<file path="config.mk">
export PLATFORM = sky130hd
export DESIGN_NAME = alu_rmw_sequencer
export DESIGN_NICKNAME = d
export VERILOG_FILES = /design/src/rtl/alu_rmw_sequencer.sv
export SDC_FILE = /design/constraint.sdc
export NUM_CORES = 1
export LEC_CHECK = 0
export BUFFER_PORTS_ARGS = -buffer_cell sky130_fd_sc_hd__buf_2
export CORE_ASPECT_RATIO = 0.5
export CORE_MARGIN = 3
export CORE_UTILIZATION = 30
export DETAILED_ROUTE_END_ITERATION = 6
export PLACE_DENSITY = 0.58
export SETUP_SLACK_MARGIN = 0.05
export SLEW_MARGIN = 30
export SYNTH_ARGS = -nofsm -noshare
export SYNTH_HDL_FRONTEND = slang
export SYNTH_SLANG_ARGS = --single-unit
</file>
<file path="constraint.sdc">
create_clock -name clk -period 2.57 [get_ports clk]
set_input_delay 0.1285 -clock clk [delete_from_list [all_inputs] [get_ports clk]]
set_output_delay 0.1285 -clock clk [all_outputs]
set_load 0.02 [all_outputs]
</file>
<file path="src/rtl/alu_rmw_sequencer.sv">
// Read-modify-write sequencer for 6502 memory-operand INC/DEC/ASL/LSR/ROL/ROR.
// Define RMW_DUMMY_WRITE_EN for the NMOS dummy write of the unmodified operand.
module alu_rmw_sequencer #(
   parameter int ADDR_W = 16
) (
   input  logic              clk,
   input  logic              rst,
   input  logic              req_valid,
   output logic              req_ready,
   input  logic [3:0]        req_op,
   input  logic [ADDR_W-1:0] req_addr,
   input  logic              req_cin,
   output logic [ADDR_W-1:0] mem_addr,
   output logic              mem_rd,
   output logic              mem_wr,
   output logic [7:0]        mem_wdata,
   input  logic [7:0]        mem_rdata,
   input  logic              mem_ack,
   output logic [7:0]        alu_a,
   output logic [7:0]        alu_b,
   output logic [3:0]        alu_op,
   output logic              alu_cin,
   input  logic [7:0]        alu_result,
   input  logic              alu_c,
   input  logic              alu_z,
   input  logic              alu_n,
   output logic              done,
   output logic              err,
   output logic              flag_c,
   output logic              flag_z,
   output logic              flag_n,
   output logic              we_c,
   output logic              we_nz
);

   typedef enum logic [2:0] {
      S_IDLE, S_READ, S_MODIFY, S_DUMMY, S_WRITE, S_DONE
   } state_t;

   localparam logic [3:0] OP_INC   = 4'b0101;
   localparam logic [3:0] OP_DEC   = 4'b0110;
   localparam logic [3:0] OP_PASSA = 4'b0111;
   localparam logic [3:0] OP_ASL   = 4'b1001;
   localparam logic [3:0] OP_LSR   = 4'b1010;
   localparam logic [3:0] OP_ROL   = 4'b1011;
   localparam logic [3:0] OP_ROR   = 4'b1100;

   function automatic logic op_legal(input logic [3:0] op);
      return op inside {OP_INC, OP_DEC, OP_ASL, OP_LSR, OP_ROL, OP_ROR};
   endfunction

   // INC and DEC leave the carry flag alone; only the shifts/rotates write it.
   function automatic logic op_sets_c(input logic [3:0] op);
      return op inside {OP_ASL, OP_LSR, OP_ROL, OP_ROR};
   endfunction

   state_t            state, state_nxt;
   logic [3:0]        op_q;
   logic [ADDR_W-1:0] addr_q;
   logic              cin_q;
   logic              err_q;
   logic [7:0]        operand_q;
   logic [7:0]        result_q;

   assign mem_addr = addr_q;
   assign alu_a    = operand_q;
   assign alu_b    = 8'h00;

   always_ff @(posedge clk or posedge rst) begin
      if (rst) begin
         state <= S_IDLE;
      end else begin
         state <= state_nxt;
      end
   end

   always_ff @(posedge clk or posedge rst) begin
      if (rst) begin
         op_q      <= 4'h0;
         addr_q    <= '0;
         cin_q     <= 1'b0;
         err_q     <= 1'b0;
         operand_q <= 8'h00;
         result_q  <= 8'h00;
         flag_c    <= 1'b0;
         flag_z    <= 1'b0;
         flag_n    <= 1'b0;
      end else begin
         if (state == S_IDLE && req_valid) begin
            op_q   <= req_op;
            addr_q <= req_addr;
            cin_q  <= req_cin;
            err_q  <= !op_legal(req_op);
         end
         if (state == S_READ && mem_ack) begin
            operand_q <= mem_rdata;
         end
         // Flags stay put from here until the next transaction's modify cycle.
         if (state == S_MODIFY) begin
            result_q <= alu_result;
            flag_c   <= alu_c;
            flag_z   <= alu_z;
            flag_n   <= alu_n;
         end
      end
   end

   always_comb begin
      state_nxt = state;
      req_ready = 1'b0;
      mem_rd    = 1'b0;
      mem_wr    = 1'b0;
      mem_wdata = 8'h00;
      alu_op    = OP_PASSA;
      alu_cin   = 1'b0;
      done      = 1'b0;
      err       = 1'b0;
      we_c      = 1'b0;
      we_nz     = 1'b0;
      case (state)
         S_IDLE: begin
            req_ready = 1'b1;
            if (req_valid) begin
               state_nxt = op_legal(req_op) ? S_READ : S_DONE;
            end
         end
         S_READ: begin
            mem_rd = 1'b1;
            if (mem_ack) state_nxt = S_MODIFY;
         end
         S_MODIFY: begin
            alu_op  = op_q;
            alu_cin = cin_q;
`ifdef RMW_DUMMY_WRITE_EN
            state_nxt = S_DUMMY;
`else
            state_nxt = S_WRITE;
`endif
         end
         S_DUMMY: begin
            mem_wr    = 1'b1;
            mem_wdata = operand_q;
            if (mem_ack) state_nxt = S_WRITE;
         end
         S_WRITE: begin
            mem_wr    = 1'b1;
            mem_wdata = result_q;
            if (mem_ack) state_nxt = S_DONE;
         end
         S_DONE: begin
            done      = 1'b1;
            err       = err_q;
            we_nz     = !err_q;
            we_c      = !err_q && op_sets_c(op_q);
            state_nxt = S_IDLE;
         end
         default: state_nxt = S_IDLE;
      endcase
   end

endmodule

</file>
## Word level (Yosys, flattened, before mapping)

Cells that the tools add are included.
Widths: inputs -> output; s select.

- Register bits: 44
- Bits of input ports: 44

- Multiplexer cells: 16
- Equality and inequality tests: 19
- Reduce and logical (&&, ||, !) cells: 10

Operators by type and width:

| kind | count |
|---|---|
| $eq 4x4->1 const B | 8 |
| $pmux 8 s2 | 1 |
| $mux 3 | 5 |
| $pmux 3 s5 | 1 |
| $eq 4x3->1 const B | 2 |
| $mux 1 | 8 |
| $ne 2x2->1 const B | 4 |
| $eq 3x2->1 const B | 2 |
| $eq 3x3->1 const B | 2 |
| $reduce_bool 6->1 | 1 |
| $mux 4 | 1 |
| $reduce_and 4->1 | 1 |
| $reduce_bool 4->1 | 1 |
| $eq 3x1->1 const B | 1 |
| $logic_and 1x1->1 | 3 |
| $logic_not 3->1 | 1 |
| $logic_not 1->1 | 2 |
| $reduce_or 2->1 | 1 |

## Longest topological paths before layout

Gate-level depths: netlist of the first run.

- Word-level depth: 5
- Mapped depth: 6
- Mapped depth without buffers: 4

## Least setup slack after synthesis of the first run

Ideal clock, no wire load.

- Path type: reg-to-output
- From: register state[1]
- To: output port we_c
- Slack: 832 ps
- Cell stages (with the launch flop): 6
- Arrival time: 1,609 ps
- Buffers on the path: 1
- Path through: dfrtp_1 buf_4 inv_1 and3_1 nor2b_1 and3_1

- Word-level cells in the longest chain between the ends: 2

Ends and longest elaborated chain:

| what | line | source |
|---|---|---|
| from (decl) | 57 | `state_t state, state_nxt;` |
| from (signal assigned) | 73 | `state <= state_nxt;` |
| $eq 3x3->1 | 120 | `case (state)` |
| $mux 1 | 120 |  |
| to (decl) | 32 | `output logic we_c,` |

No other way between the ends.

## Final worst setup path of the first run

- From: register state[1]
- To: output port mem_wdata[5]

- Word-level cells in the longest chain between the ends: 2
- Elaborated cells between the ends (all ways): 3

Ends and longest elaborated chain:

| what | line | source |
|---|---|---|
| $eq 3x3->1 / $eq 3x2->1 (equally long branches) | 120 |  |
| $pmux 8 s2 (*) | 120 |  |
| to (decl) | 16 | `output logic [7:0] mem_wdata,` |

Every way passes the cells marked *; elsewhere a longest branch is shown, timed or not.

==> impl_results.md, run 1 <==
* Status: finished, violations left
* Failing checks: negative hold slack
* Max-slew headroom at 48.7%
* Util after Layout at 42.6%
* Synthesized area at 2070 µm²
* Reg2reg end: mem_addr[2]
* Largest net degree at the start of global routing at 45
* Final Hold Fails at 44
* Yosys warning total at 0
* Total Wirelength at 4370 µm
* End of the critical path: mem_wdata[5]
* Syn Inst Count at 148
* Initial antenna violation count at 0
* Tmin final at 2030 ps
* Data required, critical path at 2440 ps
* Pwr dens at 1310 nW/µm²
* Die ar. at 8000 µm²
* Total gr overflow at 0
* CP endpoint kind: output port
* Placement Rows at 20
* Area delta synth->final at 30.7%
* Worst VDD drop at 0.000404 V
* Final #Nets at 284
* Startpoint type of the worst setup path: flop
* Vias in the first global route at 1526
* TNS Setup at 0 ps
* Worst Reg-to-Reg Cells at 4
* Antenna diodes at 0
* Clk_skew at 3.97 ps
* CP max stage cell: nor2_1
* PortBufs at 90
* Initial drt markers at 50
* Worst slew pin tran at 770 ps
* FF+latch count, synth at 44
* Crit path max fanout at 9
* Non-Filler Instances at 329
* Post-CTS Setup Bufs at 0
* Syn avg cell area at 14.0 µm²
* Drt pass-1 iters at 4
* RSZ-0062 raised after global routing: no
* Core area at 6360 µm²
* Fill count at 627
* Top-Level Pins at 99
* Die H at 64.7 µm
* Area post-placement at 2560 µm²
* CTS H-tree depth at 2
* Area of the multi-input gates at 867 µm²
* Vias per cell at 4.40
* Most frequent cells in the layout: buf_2, dfrtp_1, mux2_2, mux2_4
* Worst Setup SP: state[1]
* First-pass GRT wire length at 7090 µm
* Seq/Total Area, Yosys at 53.2%
* Peak Freq at 492 MHz
* Clock transition at path regs at 60 ps
* Number of CTS-inserted buffers at 5
* Clock sink count at 44
* Post-DRT Antenna Nets at 0
* DRC violations left at 0
* Register Area at 1100 µm²
* # setup viols final at 0
* Finished Cell Area at 2710 µm²
* Vias at 1446
* CTS tree: built
* Worst hold path class: in2async
* Worst path max stage delay at 570 ps
* Final Slew Violations at 0
* Crit-path cells: inv_1 -> nor2_1 -> a22o_1 -> buf_2
* Leading cell type in the layout, fill and taps excluded: buf_2
* Critical path class: reg2out
* Max Root-Sink Buffers at 2
* Die W at 123 µm
* Global placer's final weighted congestion at 0.672
* R2r setup slk at 850 ps
* DR WL/cell at 13.3 µm
* Max_cap viols at 0
* Worst flop-to-flop path startpoint: state[2]
* Hpwl dp at 3250 µm
* Tot GR Track Use at 11.3%
* Root Driver: clkbuf_16
* Worst EP arrival at 1910 ps
* CTS hold repair buffers at 0
* Layout cell share with drive strength beyond 1 at 60.6%
* Netlist cell types at 25
* Skew-Pair Late Insertion Delay at 280 ps
* Number of gates resized after CTS at 0
* Final Cycle Share at 79.2%
* Number of cells after detailed placement at 321
* Initial Util at 32.6%
* Pleak at 0.00136 µW
* Hold Worst Slack at -47.5 ps
==> layout make-up <==
| type | instances | area share, % |
|---|---|---|
| Clock buffer | 8 | 5.41 |
| Inverter | 2 | 0.324 |
| Multi-Input combinational cell | 94 | 32.0 |
| Sequential cell | 44 | 40.7 |
| Tap cell | 88 | 4.07 |
| Timing Repair Buffer | 93 | 17.5 |
==> layer usage <==
metal,routed length (µm),global-route usage [%],vias up
met5,0,0,-
met3,271,2.88,6
li1,-,-,674
met4,71,4.28,0
met2,2310,21.3,56
met1,1730,12.2,710
==> state kept, by name, indices dropped and copies added (netlist names) <==
signal,count
mem_addr,16
alu_a,8
result_q,8
op_q,4
state,3
cin_q,1
err_q,1
flag_c,1
flag_n,1
flag_z,1
==> report_power, final <==
group / leakage [µW] / switching, µW / internal (µW)
combinational: 0.000766 / 845 / 804
clock: 0.0000712 / 241 / 387
sequential: 0.000525 / 229 / 1050
==> worst max-delay path, delay by kind of cell (launching register included) <==
kind	cells	cell delay (ps)
buf+inv	2	300
compound gates	1	250
simple gates	1	570
flops	1	510
==> how the worst min path moves through the flow <==
stage / endpoint / start / slack (ps) / cells after the start
6_report: result_q[3] / rst / -50 / 2
5_1_grt: result_q[3] / rst / 20 / 2
4_1_cts: mem_addr[9] / req_addr[9] / 70 / 2
3_5_place_dp: mem_addr[7] / req_addr[7] / 370 / 2
3_3_place_gp: mem_addr[10] / req_addr[10] / 360 / 2
2_1_floorplan: state[0] / mem_ack / 250 / 2
==> cells in the mapped netlist <==
cell	n	share of area, %
a22o_1	8	3.4
o21ai_0	1	0.24
mux2_4	20	15
buf_6	4	2.2
nand2_1	2	0.36
nor2b_1	2	0.60
mux2_2	22	12
inv_1	2	0.36
a21oi_1	2	0.48
xnor2_1	2	0.85
dfrtp_1	44	53
buf_2	1	0.24
and2_1	6	1.8
nor3_2	2	0.97
conb_1	1	0.18
clkbuf_1	1	0.18
xor2_1	1	0.42
and3_1	2	0.60
nor3b_1	1	0.36
buf_4	9	3.3
o21a_1	1	0.36
nor2_1	7	1.3
nand2b_1	4	1.2
a221oi_1	1	0.42
or2_2	2	0.60
==> logic make-up after synthesis <==
group                  Yosys count  synth area share (%)
flip-flops                      44                  53.2
AND/OR/NAND/NOR                 28                  7.79
multiplexers                    42                  26.5
AO/OA/AOI/OAI                   13                  4.89
other                            1                 0.181
buffers and inverters           17                  6.22
XOR/XNOR                         3                  1.27
==> stage by stage <==
step	power, µW	hold slack, ps	worst slack (ps)
CTS	3610	72.1	555
global placement	2910	359	891
floorplan	2500	245	832
finish	3550	-47.5	535
global route	3780	21.8	435
detailed placement	2960	366	868
Power figures use the tool's default switching activity.
==> inputs of run 2 (changes only) <==
==> constraint.sdc (replaced) <==
create_clock -name clk -period 1.9 [get_ports clk]
set_input_delay 0.095 -clock clk [delete_from_list [all_inputs] [get_ports clk]]
set_output_delay 0.095 -clock clk [all_outputs]
set_load 0.02 [all_outputs]
==> run 2 against run 1 <==
The flow now finishes without violations. Cell area increased by 2.1%. Sequential share of layout area decreased by 0.85 points. Non-clock buffer count increased by 3. Via count decreased by 1.2%. Clock power increased by 53%. Largest cell class unchanged.
==> impl_results.md, run 2 (same netlist as run 1, synthesis figures left out) <==
* Drt pass-1 iters at 3 (was 4)
* CP endpoint kind: output port (unchanged)
* Most frequent cells in the layout: buf_2, dfrtp_1, mux2_2, mux2_4 (unchanged)
* Initial antenna violation count at 0 (unchanged)
* Worst Reg-to-Reg Cells at 4 (unchanged)
* Non-Filler Instances at 332 (was 329)
* Worst path max stage delay at 500 ps (was 570 ps)
* Leading cell type in the layout, fill and taps excluded: buf_2 (unchanged)
* Vias at 1429 (was 1446)
* Final #Nets at 287 (was 284)
* Area post-placement at 2590 µm² (was 2560 µm²)
* Hold Worst Slack at 35.3 ps (was -47.5 ps)
* Global placer's final weighted congestion at 0.726 (was 0.672)
* DR WL/cell at 13.2 µm (was 13.3 µm)
* Tmin final at 1730 ps
* DRC violations left at 0 (unchanged)
* Fill count at 614 (was 627)
* CTS tree: built (unchanged)
* Max_cap viols at 0 (unchanged)
* Vias per cell at 4.30 (was 4.40)
* Initial Util at 32.6% (unchanged)
* Final Slew Violations at 0 (unchanged)
* Number of CTS-inserted buffers at 5 (unchanged)
* Final Hold Fails at 0 (was 44)
* Clock sink count at 44 (unchanged)
* Data required, critical path at 1800 ps (was 2440 ps)
* RSZ-0062 raised after global routing: no (unchanged)
* Peak Freq at 579 MHz
* Crit path max fanout at 10 (was 9)
* Critical path class: reg2out (unchanged)
* Vias in the first global route at 1531 (was 1526)
* Worst flop-to-flop path startpoint: state[2] (unchanged)
* First-pass GRT wire length at 7270 µm (was 7090 µm)
* Antenna diodes at 0 (unchanged)
* Area delta synth->final at 33.5% (was 30.7%)
* CP max stage cell: dfrtp_1 (was nor2_1)
* Number of cells after detailed placement at 323 (was 321)
* Pwr dens at 1790 nW/µm² (was 1310 nW/µm²)
* Die H at 64.7 µm (unchanged)
* Clock transition at path regs at 60 ps (about the same)
* TNS Setup at 0 ps (unchanged)
* Hold Startpoint: req_addr[5]
* Core area at 6360 µm² (unchanged)
* Hpwl dp at 3390 µm (was 3250 µm)
* Initial drt markers at 24 (was 50)
* Reg2reg end: alu_a[6] (was mem_addr[2])
* Total Wirelength at 4400 µm (was 4370 µm)
* PortBufs at 90 (unchanged)
* Tot GR Track Use at 11.7% (was 11.3%)
* Largest net degree at the start of global routing at 24 (was 45)
* Total gr overflow at 0 (unchanged)
* R2r setup slk at 240 ps (was 850 ps)
* Placement Rows at 20 (unchanged)
* Final Cycle Share at 90.9%
* Crit-path cells: nor2_1 -> and2_2 -> or2_2 -> buf_2 (was inv_1 -> nor2_1 -> a22o_1 -> buf_2)
* CTS H-tree depth at 2 (unchanged)
* Pre-CTS setup slack at 263 ps (was 868 ps)
* Status: complete, no violations (was finished, violations left)
* Final WS setup at 173 ps (was 535 ps)
* Worst hold path class: in2reg (was in2async)
* Hold Path Depth at 2
* CP top delay family: simple AND/OR/NAND/NOR gates (unchanged)
* Startpoint type of the worst setup path: flop (unchanged)
* Hold Path Sink: mem_addr[5]
* # setup viols final at 0 (unchanged)
* Die ar. at 8000 µm² (unchanged)
* Max Root-Sink Buffers at 2 (unchanged)
* Worst VDD drop at 0.000511 V (was 0.000404 V)
* Top-Level Pins at 99 (unchanged)
* Skew-Pair Late Insertion Delay at 280 ps (about the same)
* Largest register FFs at 16 (unchanged)
* Clk_skew at 4.36 ps (was 3.97 ps)
* Root Driver: clkbuf_16 (unchanged)
* Die W at 123 µm (unchanged)
* Post-DRT Antenna Nets at 0 (unchanged)
* Pleak at 0.00139 µW (was 0.00136 µW)
* Finished Cell Area at 2760 µm² (was 2710 µm²)
* WP buf/inv at 1 (was 2)
* Layout cell share with drive strength beyond 1 at 61.9% (was 60.6%)
* Worst EP arrival at 1630 ps (was 1910 ps)
==> run 2: changes by cell type in the layout (fill, tap and decap cells not counted), sizes merged <==
cell	delta
clkbuf	-2
inv	+1
bufinv	+1
dlygate4sd3	+1
buf	+2
==> run 2: worst max path at each step <==
stage / startpoint / endpoint / slack, ps / cells past startpoint
final: state[1] / mem_wr / 170 / 4
after floorplan: state[2] / cin_q / 190 / 5
after CTS: state[2] / mem_wdata[2] / 90 / 5
after global placement: state[2] / alu_a[2] / 310 / 4
after detailed placement: state[2] / alu_a[6] / 260 / 4
after global routing: state[2] / mem_wdata[5] / 60 / 5
==> run 2: final cells by class <==
cell class	instances	area (µm²)	share of cell area [%]
Multi-Input combinational cell	94	871	31.5
Sequential cell	44	1100	39.8
Timing Repair Buffer	96	510	18.5
Tap cell	88	110	3.98
Inverter	2	7.51	0.272
Clock buffer	6	129	4.66
Clock inverter	2	35.0	1.27
==> run 2: report_power, final <==
group | internal, µW | switching, µW
logic | 1110 | 1150
registers | 1410 | 312
clock network | 618 | 343
==> run 2: per-layer routing <==
layer  global-route usage [%]  share of wire (%)
met5                        0                  0
met4                     4.69                2.0
met3                     3.57                6.3
met2                     21.0                 51
met1                     13.0                 41
==> run 2: timing repair <==
action                                  in CTS  in global routing
endpoints found under the setup margin       0                  9
buffers inserted                             0                  0
hold buffers                                 1                  0
gates resized for setup                      0                  2
hold endpoints to repair                    21                  0
==> run 2: metrics by stage <==
step / utilization, % / total power, µW
3_5_place_dp: 40.7 / 4030
5_1_grt: 43.5 / 5270
4_1_cts: 43.4 / 5030
3_3_place_gp: 40.7 / 3970
6_report: 43.5 / 4950
2_1_floorplan: - / 3380
==> run 2: worst register-to-register path, stage by stage (launching register included) <==
cell and delay (ps):
dfrtp_1 460, nand2b_1 220, nor2_1 120, and2_1 370, mux2_2 380
==> inputs of run 3 (changes only) <==
--- a/config.mk
+++ b/config.mk
@@ -10,7 +10,7 @@
 export CORE_MARGIN = 3
 export CORE_UTILIZATION = 30
 export DETAILED_ROUTE_END_ITERATION = 6
-export PLACE_DENSITY = 0.58
+export PLACE_DENSITY = 0.6
 export SETUP_SLACK_MARGIN = 0.05
 export SLEW_MARGIN = 30
 export SYNTH_ARGS = -nofsm -noshare
==> run 3 against run 2 <==
Non-clock buffer count down 1. Sequential cell count stayed put. Critical endpoint unchanged. Global-route usage rose by 0.63 points. First-iteration DRC count increased by 120%. Count of clock-buffer cells in the layout is 2 higher. Highest routed layer unchanged. Combinational power about the same. Die area stayed put. Register-to-register slack about the same. Sequential share of layout area grew 0.40 points.
==> impl_results.md, run 3 (same netlist as run 1, synthesis figures left out) <==
* # setup viols final at 0 (unchanged)
* Clock transition at path regs at 60 ps (about the same)
* Area delta synth->final at 32.1% (was 33.5%)
* Root Driver: clkbuf_16 (unchanged)
* Post-DRT Antenna Nets at 0 (unchanged)
* Antenna diodes at 0 (unchanged)
* Die ar. at 8000 µm² (unchanged)
* Max_cap viols at 0 (unchanged)
* Worst hold path class: in2reg (unchanged)
* Hpwl dp at 3530 µm (was 3390 µm)
* DRC violations left at 0 (unchanged)
* Core area at 6360 µm² (unchanged)
* Crit path max fanout at 9 (was 10)
* Crit-path cells: nand2b_1 -> nor2_1 -> buf_4 -> or2_2 -> buf_2 (was nor2_1 -> and2_2 -> or2_2 -> buf_2)
* First-pass GRT wire length at 7750 µm (was 7270 µm)
* CP max stage cell: dfrtp_1 (unchanged)
* Layout cell share with drive strength beyond 1 at 60.9% (was 61.9%)
* Final WS setup at 213 ps (was 173 ps)
* Final Cycle Share at 88.8% (was 90.9%)
* Largest register FFs at 16 (unchanged)
* Worst path max stage delay at 460 ps (was 500 ps)
* Max-slew headroom at 53.7%
* CTS tree: built (unchanged)
* Pwr dens at 1770 nW/µm² (was 1790 nW/µm²)
* Initial drt markers at 53 (was 24)
* Tmin final at 1690 ps (was 1730 ps)
* Drt pass-1 iters at 4 (was 3)
* Initial Util at 32.6% (unchanged)
* Die H at 64.7 µm (unchanged)
* Number of CTS-inserted buffers at 5 (unchanged)
* Vias per cell at 4.33 (was 4.30)
* Top-Level Pins at 99 (unchanged)
* Clock sink count at 44 (unchanged)
* Die W at 123 µm (unchanged)
* Vias in the first global route at 1554 (was 1531)
* Pre-CTS setup slack at 237 ps (was 263 ps)
* Fill count at 625 (was 614)
* Peak Freq at 593 MHz (was 579 MHz)
* Placement Rows at 20 (unchanged)
* Util after Layout at 43.1% (was 43.5%)
* Pleak at 0.00138 µW (was 0.00139 µW)
* Final Slew Violations at 0 (unchanged)
* Most frequent cells in the layout: buf_2, dfrtp_1, mux2_2, mux2_4 (unchanged)
* TNS Setup at 0 ps (unchanged)
* Total gr overflow at 0 (unchanged)
* Worst slew pin tran at 693 ps
* DR WL/cell at 14.0 µm (was 13.2 µm)
* Power, Total at 4850 µW (was 4950 µW)
* Status: complete, no violations (unchanged)
* Final #Nets at 286 (was 287)
* Critical path class: reg2out (unchanged)
* Clk_skew at 4.49 ps (was 4.36 ps)
* CTS H-tree depth at 2 (unchanged)
* Tot GR Track Use at 12.3% (was 11.7%)
* PortBufs at 90 (unchanged)
* Total Wirelength at 4630 µm (was 4400 µm)
* Hold Worst Slack at 44.8 ps (was 35.3 ps)
* Post-CTS Setup Bufs at 0 (unchanged)
* Largest net degree at the start of global routing at 33 (was 24)
* Worst VDD drop at 0.000653 V (was 0.000511 V)
* Startpoint type of the worst setup path: flop (unchanged)
* Initial antenna violation count at 0 (unchanged)
* Max Root-Sink Buffers at 2 (unchanged)
* CP endpoint kind: output port (unchanged)
* Data required, critical path at 1800 ps (about the same)
* Global placer's final weighted congestion at 0.692 (was 0.726)
* Skew-Pair Late Insertion Delay at 280 ps (about the same)
* Vias at 1432 (was 1429)
* Leading cell type in the layout, fill and taps excluded: buf_2 (unchanged)
* Final Hold Fails at 0 (unchanged)
* RSZ-0062 raised after global routing: no (unchanged)
* Worst EP arrival at 1590 ps (was 1630 ps)
[run 3: cell types whose count changed in the layout (fill, tap and decap cells not counted)]
cell	delta
clkbuf_1	+1
clkinv_2	-1
buf_4	-1
nor2_1	+1
clkbuf_8	+1
bufinv_16	-1
nor2_2	-1
[run 3: layout make-up]
class	instances	area (µm²)	share of cell area, %
sequential	44	1100	40.2
multi-input combinational	94	868	31.7
timing repair buffer	95	503	18.4
clock buffer	8	146	5.35
tap	88	110	4.02
inverter	2	7.51	0.274
[run 3: per-layer routing]
metal,GRT usage [%],vias up,part of all wire (%)
met5,0,-,0
met3,2.70,2,4.9
met2,23.5,39,54
met4,2.90,0,0.63
met1,14.0,708,41
li1,-,683,-
[run 3: path summary, 6_finish.rpt]
kind                             startpoint          end  slack [ps]  cells after the start
worst max-delay path               state[2]       mem_wr         210                      5
worst min-delay path                  alu_z       flag_z          40                      2
worst max register to register     state[2]     alu_a[7]         230                      4
worst min register to register  mem_addr[1]  mem_addr[1]         500                      1
max in group asynchronous               rst        cin_q         770                      4
min in group asynchronous               rst     alu_a[7]         470                      3
[run 3: critical path, delay by kind of cell (launching register included)]
kind,cells,cell delay [ps]
flip-flops,1,460
AND/OR/NAND/NOR,3,530
buffers and inverters,2,330
[run 3: what timing repair did]
item / CTS / global route
endpoints found under the setup margin: 0 / 8
resized for setup: 0 / 1
hold endpoints to repair: 31 / 0
hold buffers: 1 / 0
[run 3: power breakdown]
| part | total (µW) | internal, µW | switching (µW) |
|---|---|---|---|
| combinational | 2270 | 1110 | 1160 |
| clock | 856 | 524 | 331 |
| sequential | 1730 | 1410 | 312 |
| total | 4850 | 3050 | 1800 |
[run 3: per-stage QoR]
step           std cells  area (µm²)
2_1_floorplan        155        2100
3_3_place_gp         322        2580
3_5_place_dp         322        2580
4_1_cts              331        2740
5_1_grt              331        2740
6_report             331        2740
